### config.mk
export PLATFORM = sky130hd
export DESIGN_NAME = harris_corner_reporter
export DESIGN_NICKNAME = d
export VERILOG_FILES = /design/src/rtl/harris_corner_reporter.sv
export SDC_FILE = /design/constraint.sdc
export NUM_CORES = 1
export LEC_CHECK = 0
export BUFFER_PORTS_ARGS = -buffer_cell sky130_fd_sc_hd__buf_4
export CELL_PAD_IN_SITES_DETAIL_PLACEMENT = 1
export CELL_PAD_IN_SITES_GLOBAL_PLACEMENT = 2
export CORE_MARGIN = 10
export CORE_UTILIZATION = 45
export CTS_CLUSTER_SIZE = 28
export DETAILED_ROUTE_END_ITERATION = 16
export HOLD_SLACK_MARGIN = 0.03
export PLACE_DENSITY_LB_ADDON = 0.12
export SLEW_MARGIN = 15
export SYNTH_ARGS = -nofsm -noshare
export SYNTH_HDL_FRONTEND = slang
export SYNTH_SLANG_ARGS = --single-unit
### constraint.sdc
create_clock -name clk -period 9.18 [get_ports clk]
set_input_delay 1.836 -clock clk [delete_from_list [all_inputs] [get_ports clk]]
set_output_delay 1.836 -clock clk [all_outputs]
set_load 0.02 [all_outputs]
### src/rtl/harris_corner_reporter.sv
// Harris corner reporter: thresholds signed R per pixel, optional 1x3 horizontal NMS,
// queues corner coordinates in a FWFT FIFO and reports per-frame count/done/overflow.
module harris_corner_reporter #(
  parameter  int RW         = 64,
  parameter  int IMG_W      = 640,
  parameter  int IMG_H      = 480,
  parameter  int FIFO_DEPTH = 16,
  parameter  int NMS_EN     = 1,
  parameter  int CW         = 32,
  localparam int XW         = $clog2(IMG_W),
  localparam int YW         = $clog2(IMG_H)
) (
  input  logic                 clk,
  input  logic                 reset,
  input  logic                 score_valid,
  input  logic signed [RW-1:0] score,
  input  logic                 sof,
  input  logic signed [RW-1:0] threshold,
  input  logic                 cmp_ge,
  output logic                 corner_valid,
  input  logic                 corner_ready,
  output logic [XW-1:0]        corner_x,
  output logic [YW-1:0]        corner_y,
  output logic [CW-1:0]        corner_count,
  output logic                 frame_done,
  output logic                 overflow
);
  // state | meaning
  // IDLE  | waiting for a sof beat
  // RUN   | accepting pixel beats in raster order
  // FLUSH | last pixel seen; frame_done registered on exit
  typedef enum logic [1:0] {IDLE, RUN, FLUSH} state_t;

  localparam int AW = $clog2(FIFO_DEPTH);
  localparam logic [XW-1:0] X_LAST = XW'(IMG_W - 1);
  localparam logic [YW-1:0] Y_LAST = YW'(IMG_H - 1);
  localparam logic [AW:0]   FULL_CNT = (AW + 1)'(FIFO_DEPTH);

  state_t               state;
  logic [XW-1:0]        x_q;
  logic [YW-1:0]        y_q;
  logic signed [RW-1:0] thr_q;
  logic                 ge_q;

  logic                 start, beat, row_end, pass_now, ge_eff;
  logic [XW-1:0]        cur_x;
  logic [YW-1:0]        cur_y;
  logic signed [RW-1:0] thr_eff;

  // The sof beat itself is judged against the threshold arriving with it.
  assign start    = score_valid && sof;
  assign beat     = start || (score_valid && state == RUN);
  assign cur_x    = start ? '0 : x_q;
  assign cur_y    = start ? '0 : y_q;
  assign thr_eff  = start ? threshold : thr_q;
  assign ge_eff   = start ? cmp_ge : ge_q;
  assign pass_now = ge_eff ? (score >= thr_eff) : (score > thr_eff);
  assign row_end  = (cur_x == X_LAST);

  always_ff @(posedge clk) begin
    if (!reset) begin
      state      <= IDLE;
      x_q        <= '0;
      y_q        <= '0;
      thr_q      <= '0;
      ge_q       <= 1'b0;
      frame_done <= 1'b0;
    end else begin
      frame_done <= (state == FLUSH);
      if (start) begin
        thr_q <= threshold;
        ge_q  <= cmp_ge;
      end
      if (beat) begin
        x_q <= row_end ? '0 : cur_x + 1'b1;
        y_q <= row_end ? cur_y + 1'b1 : cur_y;
      end
      case (state)
        IDLE:    if (start) state <= RUN;
        RUN:     if (beat && row_end && cur_y == Y_LAST) state <= FLUSH;
        FLUSH:   state <= start ? RUN : IDLE;
        default: state <= IDLE;
      endcase
    end
  end

  logic          det;
  logic [XW-1:0] det_x;
  logic [YW-1:0] det_y;

  generate
    if (NMS_EN != 0) begin : g_nms
      logic                 cand_v, cand_pass, cand_gt;
      logic signed [RW-1:0] cand_r;
      logic [XW-1:0]        cand_x;
      logic [YW-1:0]        cand_y;
      logic                 gt_left, cand_hit, self_hit;

      // Candidate is always the previous pixel of the same row; sof discards it.
      assign gt_left  = (cur_x == '0) || (score > cand_r);
      assign cand_hit = beat && !start && cand_v && cand_pass && cand_gt && (cand_r >= score);
      assign self_hit = beat && row_end && pass_now && gt_left;
      assign det      = cand_hit || self_hit;
      assign det_x    = cand_hit ? cand_x : cur_x;
      assign det_y    = cand_hit ? cand_y : cur_y;

      always_ff @(posedge clk) begin
        if (!reset) begin
          cand_v    <= 1'b0;
          cand_pass <= 1'b0;
          cand_gt   <= 1'b0;
          cand_r    <= '0;
          cand_x    <= '0;
          cand_y    <= '0;
        end else if (beat) begin
          cand_v    <= !row_end;
          cand_pass <= pass_now;
          cand_gt   <= gt_left;
          cand_r    <= score;
          cand_x    <= cur_x;
          cand_y    <= cur_y;
        end
      end
    end else begin : g_thr
      assign det   = beat && pass_now;
      assign det_x = cur_x;
      assign det_y = cur_y;
    end
  endgenerate

  logic          push_q, full, pop, wr, drop;
  logic [XW-1:0] push_x;
  logic [YW-1:0] push_y;
  logic [AW-1:0] wr_ptr, rd_ptr;
  logic [AW:0]   fcnt;
  logic [XW+YW-1:0] mem [FIFO_DEPTH];

  assign full         = (fcnt == FULL_CNT);
  assign corner_valid = (fcnt != '0);
  assign pop          = corner_valid && corner_ready;
  assign wr           = push_q && (!full || pop);
  assign drop         = push_q && full && !pop;
  assign {corner_y, corner_x} = corner_valid ? mem[rd_ptr] : '0;

  always_ff @(posedge clk) begin
    if (!reset) begin
      push_q       <= 1'b0;
      push_x       <= '0;
      push_y       <= '0;
      corner_count <= '0;
      overflow     <= 1'b0;
      wr_ptr       <= '0;
      rd_ptr       <= '0;
      fcnt         <= '0;
    end else begin
      push_q <= det;
      push_x <= det_x;
      push_y <= det_y;
      if (start)
        corner_count <= CW'(det);
      else if (det && corner_count != '1)
        corner_count <= corner_count + 1'b1;
      if (start)
        overflow <= 1'b0;
      else if (drop)
        overflow <= 1'b1;
      if (wr)
        wr_ptr <= wr_ptr + 1'b1;
      if (pop)
        rd_ptr <= rd_ptr + 1'b1;
      if (wr && !pop)
        fcnt <= fcnt + 1'b1;
      else if (pop && !wr)
        fcnt <= fcnt - 1'b1;
    end
  end

  always_ff @(posedge clk) begin
    if (wr)
      mem[wr_ptr] <= {push_y, push_x};
  end
endmodule

==> reports/metrics.yaml, run 1 <==
pwr:
  cellLeakagePower_uw: 0.0115
  seq_power_share_pct: 43.2
  combPwrFrac_pct: 16.4
  p_sw_uw: 1610
  vdd_drop_max_uv: 162
  pwr-share-clk_pct: 40.4
  intPower_uw: 4630
  swShare_pct: 25.8
  powerDensity_nw_per_um2: 216
global_routing:
  grt_pass1_vias: 17540
  antenna_found_initial: 3
  grt_use_total_pct: 20.4
  grt_pass1_wl_um: 103000
  grt-ovfl-total: 0
  grt_max_degree: 87
critical_path:
  critical_path_peak_fanout: 41
  critPathLaunch: "score_valid"
  endpoint: "corner_count[0]"
  r2r-end: "corner_count[0]"
  r2r_cells: 13
  path_class: "input port to flop"
  worst_setup_path_end_kind: "flop"
  start_kind: "input port"
  required_ns: 9.69
  rrSetupSlack_ns: 5.07
  r2r-start: "thr_q[19]"
  arrival_ns: 6.40
synth:
  synth.top_cells.by_count: "edfxtp_1, nand2_1, dfxtp_1, ha_1, mux4_2"
  synth-seq-cells: 547
  avgSynthCellArea_um2: 12.4
  synthArstFlopShare_pct: 0
  synth_ff_type: "edfxtp_1"
  synth_cells: 1978
  yosys_warnings: 0
  synth-seq-area-share_pct: 56.9
  synth_most_common_cell: "edfxtp_1"
  postSynthNetCount: 2254
  synth_cell_type_count: 66
  yosys.area.top_type: "edfxtp_1"
  syn_area_um2: 24600
  yosys-top-cells-area: "edfxtp_1, dfxtp_1, mux4_2"
  synth_edf_count: 304
  synth_top_area_share_pct: 37.1
place:
  hpwl_um: 42800
  io_buffer_count: 187
  dp_cells: 2797
  gp_congestion: 0.775
cts:
  insertion_delay_ns: 0.63
  cts_resized: 0
  cts_buffers: 59
  cts_setup_buffers: 0
  cts.sinks: 547
  cts_tree: "done"
  htreeDepth: 2
  hold_buffers: 0
  root_buffer: "clkbuf_16"
  cts_buffer_depth: 3
  clkTransAtPathRegs_ns: 0.06
floorplan:
  start_util_pct: 45.6
  die_x_um: 254
  num_rows: 85
  fp.dieArea_um2: 64400
  die_h_um: 254
  core_um2: 54000
  io_pins: 188
timing:
  worst_slew_pin_slew_ns: 1.17
  hold_violations: 0
  setup_viol: 0
  max_freq_mhz: 170
  grt_setup_unrepaired: "false"
  period_minus_slack_ns: 5.89
  slew_headroom_pct: 21.5
  clock_skew_ns: 0.0213
  final.setup.tns_ns: 0
  final.period_utilization_pct: 64.2
  final-max-slew-violation-count: 0
cells_and_area:
  seqCellArea_um2: 14000
  nFillCells: 5539
  final_nets: 2438
  final_cells: 2907
  final_util_pct: 53.5
  antenna_cells: 0
  drive_gt1_share_pct: 19.9
  area_delta_synth_final_pct: 17.4
  multi_input_area_um2: 9970
route:
  drc: 0
  wirelength_um: 64800
  via_per_inst: 5.56
  drt_iter0_markers: 1084
  wl_per_cell_um: 22.3
  antenna_left: 0
  dr.pass1.iters: 5
  vias: 16169
run:
  drv_cap: 0
outcome:
  outcome: "completed"
worst_hold_path:
  hold_path.class: "flop to flop"
-- power by group through the flow --
| stage | clock, uW | combinational, uW | sequential (uW) |
|---|---|---|---|
| floorplan | 0 | 743 | 2690 |
| global placement | 0 | 1010 | 2750 |
| detailed placement | 0 | 1040 | 2750 |
| CTS | 2580 | 1050 | 2700 |
| global route | 2690 | 1120 | 2710 |
| finish | 2520 | 1020 | 2700 |
-- sequential cells by signal, indices dropped and copies added (netlist names), named ones only --
name,count
g_nms.cand_y,9
frame_done,1
state,2
push_q,1
ge_q,1
g_nms.cand_gt,1
mem,304
g_nms.cand_r,64
thr_q,63
push_y,9
wr_ptr,4
x_q,10
push_x,10
fcnt,5
g_nms.cand_v,1
g_nms.cand_pass,1
y_q,9
overflow,1
rd_ptr,4
corner_count,32
g_nms.cand_x,10
-- how the worst min path moves through the flow --
stage	start	cells after the start	slack, ns	to
final	y_q[1]	2	0.45	g_nms.cand_y[1]
after global routing	g_nms.cand_y[3]	2	0.48	g_nms.cand_y[3]
after CTS	y_q[1]	2	0.45	g_nms.cand_y[1]
after detailed placement	y_q[1]	2	0.44	g_nms.cand_y[1]
after global placement	y_q[1]	2	0.44	g_nms.cand_y[1]
after floorplan	y_q[1]	2	0.43	g_nms.cand_y[1]
-- critical path: stages --
cell and delay [ns]:
buf_4 0.14, nand2_4 0.30, buf_4 0.67, mux2i_1 0.21
ha_1 0.36, nand4_1 0.15, nor4_1 0.64, nand3_1 0.22
nor2b_1 0.22, a32oi_1 0.20, o211ai_1 0.20, and4b_1 0.33
or2_1 0.25, buf_4 0.27, xnor2_1 0.18, and2_1 0.17
-- final cells by class --
type,instances,area share [%]
Sequential cell,547,48.5
Inverter,81,1.05
Multi-Input combinational cell,1252,34.5
Timing Repair Buffer,221,5.74
Tap cell,696,3.01
Clock inverter,30,1.33
Clock buffer,80,5.88
-- per-layer routing --
metal	vias up	GRT usage (%)	routed length, um
met5	-	0	31
li1	7609	-	-
met1	8130	25.3	27200
met2	330	35.9	32900
met3	96	4.02	3250
met4	4	5.22	1450
-- cell usage in the layout, fill, tap and decap left out, drive strengths merged, types with 8 or more instances in the layout --
cell type	count
a31oi	15
nor4	10
xor2	8
nand2b	12
mux2i	79
dfxtp	243
clkbuf	80
nand3b	9
bufinv	8
nor2b	88
and2	50
o211ai	8
inv	82
mux4	95
xnor2	13
a21boi	76
a21oi	89
a41o	12
buf	221
and3	16
nand4	34
nor3	11
nor2	72
o21ai	40
ha	141
edfxtp	304
nand3	30
and4	13
nand2	269
clkinv	13
clkinvlp	8
-- kinds of logic (layout without fill, tap and decap cells) --
group	after synthesis	after routing	synth area share [%]
adders and majority gates	142	142	7.25
xor gates and xnor gates	21	21	0.747
AOI/OAI and AO/OA	279	279	7.44
and+or+nand+nor	635	635	12.9
buffers and inverters	179	412	2.84
DFF	547	547	56.9
muxes	175	175	12.0
-- metrics by stage --
step           area, um2  hold WS [ns]  worst slack, ns  power [uW]
3_3_place_gp       26800         0.436             2.64        3770
4_1_cts            28900         0.450             3.19        6330
2_1_floorplan      24600         0.427             3.45        3430
3_5_place_dp       26800         0.442             2.54        3790
6_report           28900         0.448             3.29        6240
5_1_grt            28900         0.477             2.83        6530
Note: power is estimated with default switching activity, not from simulation.
==> run 2: changes to the inputs <==
Settings changed: ABC_AREA set to 1, CORE_UTILIZATION 45 to 35.
Clock period 9.18 ns to 5.1 ns, I/O delays scaled along.
==> reports/metrics.yaml, run 2 <==
floorplan:
  die_x_um: 285  # +12%
  num_rows: 97  # +14%
  fp.dieArea_um2: 81500  # +26%
  start_util_pct: 35.3  # -10 points
  die_h_um: 285  # +12%
  io_pins: 188  # unchanged
  core_um2: 69900  # +29%
cells_and_area:
  top_regs: "mem: 304 flops, g_nms.cand_r: 64 flops, thr_q: 63 flops"
  largest-register: "mem"
  drive_gt1_share_pct: 12.8  # -7.0 points
  antenna_cells: 0  # unchanged
  layout_commonest_cell: "nor2_1"
  final_cell_mix: "nor2_1, edfxtp_1, o21ai_0, nand2_1"
  final_nets: 2956  # +21%
  final_util_pct: 42.0  # -11 points
  multi_input_area_um2: 9590  # -3.8%
  seqCellArea_um2: 14000  # unchanged
  largest_register_ffs: 304  # unchanged
  area_delta_synth_final_pct: 19.0
  nFillCells: 7859  # +42%
route:
  drc: 0  # unchanged
  vias: 18857  # +17%
  drt_iter0_markers: 1073  # -1.0%
  wirelength_um: 75300  # +16%
  wl_per_cell_um: 20.5  # -8.1%
  dr.pass1.iters: 5  # unchanged
  antenna_left: 0  # unchanged
  via_per_inst: 5.14  # -7.7%
synth:
  postSynthNetCount: 2795  # +24%
  yosys_warnings: 0  # unchanged
  synth_most_common_cell: "nor2_1"
  yosys-top-cells-area: "edfxtp_1, dfxtp_1, ha_1"
  synth_ff_type: "edfxtp_1"
  synthArstFlopShare_pct: 0  # unchanged
  synth_top_area_share_pct: 37.0  # -0.070 points
  synth.top_cells.by_count: "nor2_1, edfxtp_1, o21ai_0, nand2_1, dfxtp_1"
  synth-seq-area-share_pct: 56.7  # -0.11 points
  syn_area_um2: 24700  # +0.19%
  yosys.area.top_type: "edfxtp_1"
  synth_edf_count: 304  # unchanged
  synth-seq-cells: 547  # unchanged
  synth_cells: 2519  # +27%
  synth_cell_type_count: 42  # -36%
  avgSynthCellArea_um2: 9.79  # -21%
critical_path:
  r2r_cells: 17  # +4
  endpoint: "corner_count[16]"
  arrival_ns: 4.46  # -1.94 ns
  path_class: "input port to flop"
  start_kind: "input port"
  critPathLaunch: "score_valid"
  required_ns: 5.50  # -4.19 ns
  r2r-start: "g_nms.cand_r[63]"
  rrSetupSlack_ns: 1.55  # -3.52 ns
  r2r-end: "corner_count[16]"
  worst_setup_path_end_kind: "flop"
  critical_path_peak_fanout: 30  # -27%
worst_hold_path:
  hold_path.class: "flop to flop"
pwr:
  powerDensity_nw_per_um2: 411  # +90%
  vdd_drop_max_uv: 262  # +61%
  cellLeakagePower_uw: 0.0115  # about the same
timing:
  final-max-slew-violation-count: 0  # unchanged
  setup_viol: 0  # unchanged
  final.period_utilization_pct: 79.4
  hold_violations: 0  # unchanged
  clock_skew_ns: 0.0333  # +0.0121 ns
  holdWs_ns: 0.440  # -0.00739 ns
  grt_setup_unrepaired: "false"
  setup_slack_ns: 1.05  # -2.24 ns
  period_minus_slack_ns: 4.05
  max_freq_mhz: 247
  worst_slew_pin_slew_ns: 1.10  # -0.0666 ns
  final.setup.tns_ns: 0  # unchanged
  slew_headroom_pct: 26.6  # +5.1 points
global_routing:
  grt-ovfl-total: 0  # unchanged
  grt_max_degree: 89  # +2.3%
  grt_use_total_pct: 18.2  # -2.2 points
  grt_pass1_vias: 20060  # +14%
  antenna_found_initial: 2  # -1
  grt_pass1_wl_um: 118000  # +15%
outcome:
  outcome: "completed"
cts:
  cts_buffers: 66  # +12%
  htreeDepth: 3  # +1
  cts_buffer_depth: 3  # unchanged
  cts.sinks: 547  # unchanged
  clkTransAtPathRegs_ns: 0.05  # about the same
  insertion_delay_ns: 0.60  # -0.03 ns
  hold_buffers: 0  # unchanged
  cts_setup_buffers: 0  # unchanged
  cts_resized: 0  # unchanged
  cts_tree: "done"
  root_buffer: "clkbuf_16"
run:
  drv_cap: 0  # unchanged
place:
  dpl_worst_slack_ns: 0.392  # -2.15 ns
  io_buffer_count: 187  # unchanged
  gp_congestion: 0.790  # +2.0%
  hpwl_um: 49100  # +15%
run 2: final cells by class:
type	instances	area share [%]
Sequential cell	547	47.7
Multi-Input combinational cell	1666	32.7
Clock buffer	81	5.93
Timing Repair Buffer	220	5.71
Tap cell	940	4.01
Inverter	179	2.30
Clock inverter	39	1.65
run 2: how the worst min path moves through the flow:
stage / startpoint / endpoint / slack (ns) / cells past startpoint
CTS: state[1] / state[1] / 0.44 / 1
global route: state[1] / state[1] / 0.45 / 1
finish: state[1] / state[1] / 0.44 / 1
floorplan: state[1] / state[1] / 0.40 / 1
detailed placement: state[1] / state[1] / 0.43 / 1
global placement: state[1] / state[1] / 0.41 / 1
run 2: kinds of logic after synthesis:
group | after synthesis | share of synthesized area [%]
XOR/XNOR | 31 | 1.10
AND/OR/NAND/NOR | 806 | 13.5
AO/OA/AOI/OAI | 623 | 13.9
flip-flops | 547 | 56.7
multiplexers | 64 | 2.60
adder cells (fa/ha/maj) | 142 | 7.24
buffers and inverters | 306 | 4.89
run 2: metal layers:
metal	up-vias	global-route usage, %	wire length, um
met2	344	30.8	36400
met4	4	5.47	1740
met5	-	0	21
li1	9158	-	-
met1	9241	23.5	33600
met3	110	3.15	3470
run 2: critical path, stage by stage:
cell and delay [ns]:
buf_4 0.12, nand2_4 0.25, buf_4 0.30, mux2i_1 0.28, ha_1 0.18, nand2_1 0.07
nor2_1 0.17, nand2_1 0.12, nor4_1 0.23, buf_4 0.18, nand2_1 0.05, nand2_1 0.07
nand2_1 0.07, nand2_1 0.07, nand2_1 0.05, nand3_1 0.07, nand2_1 0.15, o21ai_4 0.26
nand2_2 0.41, nand2_1 0.20, a21oi_1 0.09
run 2: through the flow:
stage / instances / total power (uW) / area, um2
3_3_place_gp: 3552 / 7290 / 27100
6_report: 3672 / 12000 / 29300
2_1_floorplan: 2519 / 6380 / 24700
5_1_grt: 3672 / 12700 / 29300
4_1_cts: 3672 / 12200 / 29300
3_5_place_dp: 3552 / 7370 / 27100
run 2: report_power, final:
part	internal [uW]	total, uW	switching, uW
sequential	4720	4860	140
combinational	821	2370	1550
clock	2940	4810	1870
total	8480	12000	3560
==> run 3: changes to the inputs <==
Settings changed: CORE_UTILIZATION 35 to 39.
Clock period 5.1 ns to 3.9 ns, I/O delays scaled along.
==> reports/metrics.yaml, run 3 (synthesized netlist as in run 2, its figures left out) <==
critical_path:
  path_delay_family: "compound AO/OA/AOI/OAI gates"
  critical_path.max_stage_delay_ns: 0.56  # +0.15 ns
  r2r_cells: 14  # -3
  worst_setup_path_end_kind: "output pin"
  cp_cell_sequence: "buf_4 > o21ai_0 > o221ai_1 > nand3_1 > a21oi_1 > buf_4"
  rrSetupSlack_ns: 0.51  # -1.04 ns
  critPathMostFrequentCell: "buf_4"
  required_ns: 3.12  # -2.38 ns
  start_kind: "flop"
  cp_slowest_cell: "buf_4"
  r2r-end: "fcnt[4]"
  critical_path_peak_fanout: 55  # +83%
  arrival_ns: 2.85  # -1.61 ns
  path_buf_inv: 2  # -1
  r2r-start: "fcnt[1]"
  path_class: "flop to output pin"
timing:
  period_minus_slack_ns: 3.63
  slew_headroom_pct: 31.0  # +4.3 points
  hold_violations: 0  # unchanged
  clock_skew_ns: 0.0499  # +0.0166 ns
  max_freq_mhz: 275
  worst_slew_pin_slew_ns: 1.04  # -0.0639 ns
  final-max-slew-violation-count: 0  # unchanged
  final.period_utilization_pct: 93.1
  grt_setup_unrepaired: "false"
  setup_viol: 0  # unchanged
global_routing:
  grt_max_degree: 113  # +27%
  grt_pass1_wl_um: 117000  # -0.26%
  grt_use_total_pct: 19.8  # +1.6 points
  antenna_found_initial: 4  # +2
  grt_pass1_vias: 21157  # +5.5%
  grt-ovfl-total: 0  # unchanged
route:
  wirelength_um: 73500  # -2.4%
  drc: 0  # unchanged
  dr.pass1.iters: 5  # unchanged
  antenna_left: 0  # unchanged
  wl_per_cell_um: 20.3  # -0.80%
  vias: 19148  # +1.5%
  drt_iter0_markers: 1087  # +1.3%
  via_per_inst: 5.30  # +3.2%
cts:
  insertion_delay_ns: 0.66  # +0.06 ns
  cts.sinks: 547  # unchanged
  cts_buffer_depth: 3  # unchanged
  cts_tree: "done"
  clkTransAtPathRegs_ns: 0.06  # about the same
  root_buffer: "clkbuf_16"
  cts_buffers: 59  # -11%
  htreeDepth: 2  # -1
  hold_buffers: 0  # unchanged
pwr:
  powerDensity_nw_per_um2: 514  # +25%
  vdd_drop_max_uv: 367  # +40%
  totalPowerFinal_uw: 15000  # +25%
  cellLeakagePower_uw: 0.0116  # +0.91%
worst_hold_path:
  whs_endpoint: "thr_q[5]"
  hold_path.class: "input port to flop"
  min_path_cells: 3  # +2
  hp-start: "threshold[5]"
place:
  gp_congestion: 0.804  # +1.8%
  io_buffer_count: 187  # unchanged
  dp_cells: 3498  # -1.5%
  hpwl_um: 48300  # -1.7%
cells_and_area:
  final_cell_mix: "nor2_1, edfxtp_1, o21ai_0, nand2_1, buf_4"
  final_util_pct: 46.5  # +4.6 points
  final_cells: 3613  # -1.6%
  area_delta_synth_final_pct: 18.6
  layout_commonest_cell: "nor2_1"
  final_nets: 2989  # +1.1%
  drive_gt1_share_pct: 14.1  # +1.3 points
  nFillCells: 7140  # -9.1%
  largest-register: "mem"
  largest_register_ffs: 304  # unchanged
  top_regs: "mem: 304 flops, g_nms.cand_r: 64 flops, thr_q: 63 flops"
floorplan:
  die_x_um: 271  # -4.9%
  io_pins: 188  # unchanged
  core_um2: 62900  # -10%
  die_h_um: 271  # -4.9%
  num_rows: 92  # -5.2%
  start_util_pct: 39.2  # +4.0 points
  fp.dieArea_um2: 73700  # -9.6%
outcome:
  outcome: "completed"
run:
  drv_cap: 0  # unchanged
run 3: changes by cell type in the layout (fill, tap and decap cells not counted), moves of 7 or more:
cell	before	now
buf_4	218	250
nor2_2	2	18
nor2_4	18	2
clkinv_2	11	21
bufinv_16	10	2
clkbuf_16	67	59
clkbuf_8	1	9
buf_12	2	9
run 3: worst reg2reg max path: stages (launching register included):
cell	delay [ns]
dfxtp_1	0.35
nor4_1	0.31
inv_1	0.11
nor3_1	0.51
nor2_1	0.36
ha_1	0.32
inv_1	0.15
ha_1	0.31
a21o_1	0.19
a21oi_1	0.16
nor2_1	0.06
nor2_1	0.08
nand2_1	0.08
o21ai_0	0.21
a21oi_1	0.07
run 3: cell type report:
cell class	count	area, um2	area share, %
diodes	3	7.51	0.0257
clock buffers	77	1630	5.59
clock inverters	35	288	0.984
inverters	179	674	2.31
multi-input cells	1666	9510	32.5
flip-flops and latches	547	14000	47.9
well taps	846	1060	3.62
repair buffers	260	2070	7.07
run 3: metal layers:
| metal | vias to the layer above | GRT usage, % | share of wire [%] |
|---|---|---|---|
| li1 | 9209 | - | - |
| met1 | 9498 | 24.8 | 44 |
| met2 | 322 | 34.6 | 49 |
| met3 | 117 | 3.03 | 3.8 |
| met4 | 2 | 6.35 | 2.7 |
| met5 | - | 0 | 0.015 |
run 3: how the worst max path moves through the flow:
stage	depth (start not counted)	slack, ns	endpoint
floorplan	21	0.02	corner_count[26]
global placement	19	-0.12	corner_count[24]
detailed placement	18	-0.18	corner_count[23]
CTS	10	0.18	corner_x[9]
global route	10	0.11	corner_x[9]
finish	6	0.27	corner_x[9]
run 3: what timing repair did:
item	4_1_cts	5_1_grt
resized for setup	0	1
endpoints found under the hold margin	0	0
setup endpoints to repair	0	1
setup buffers	0	0
run 3: where the power goes:
part           total, uW  switching (uW)  internal (uW)
clock network       5530            2430           3100
logic               3220            2120           1100
registers           6280             111           6170
run 3: metrics by stage:
step	cell area, um2	setup TNS [ns]	hold slack, ns	setup WS [ns]
after CTS	29200	0	0.391	0.182
after global placement	27300	-2.63	0.409	-0.122
after floorplan	24700	0	0.398	0.0187
after detailed placement	27300	-3.92	0.423	-0.176
final	29200	0	0.425	0.268
after global routing	29200	0	0.419	0.107
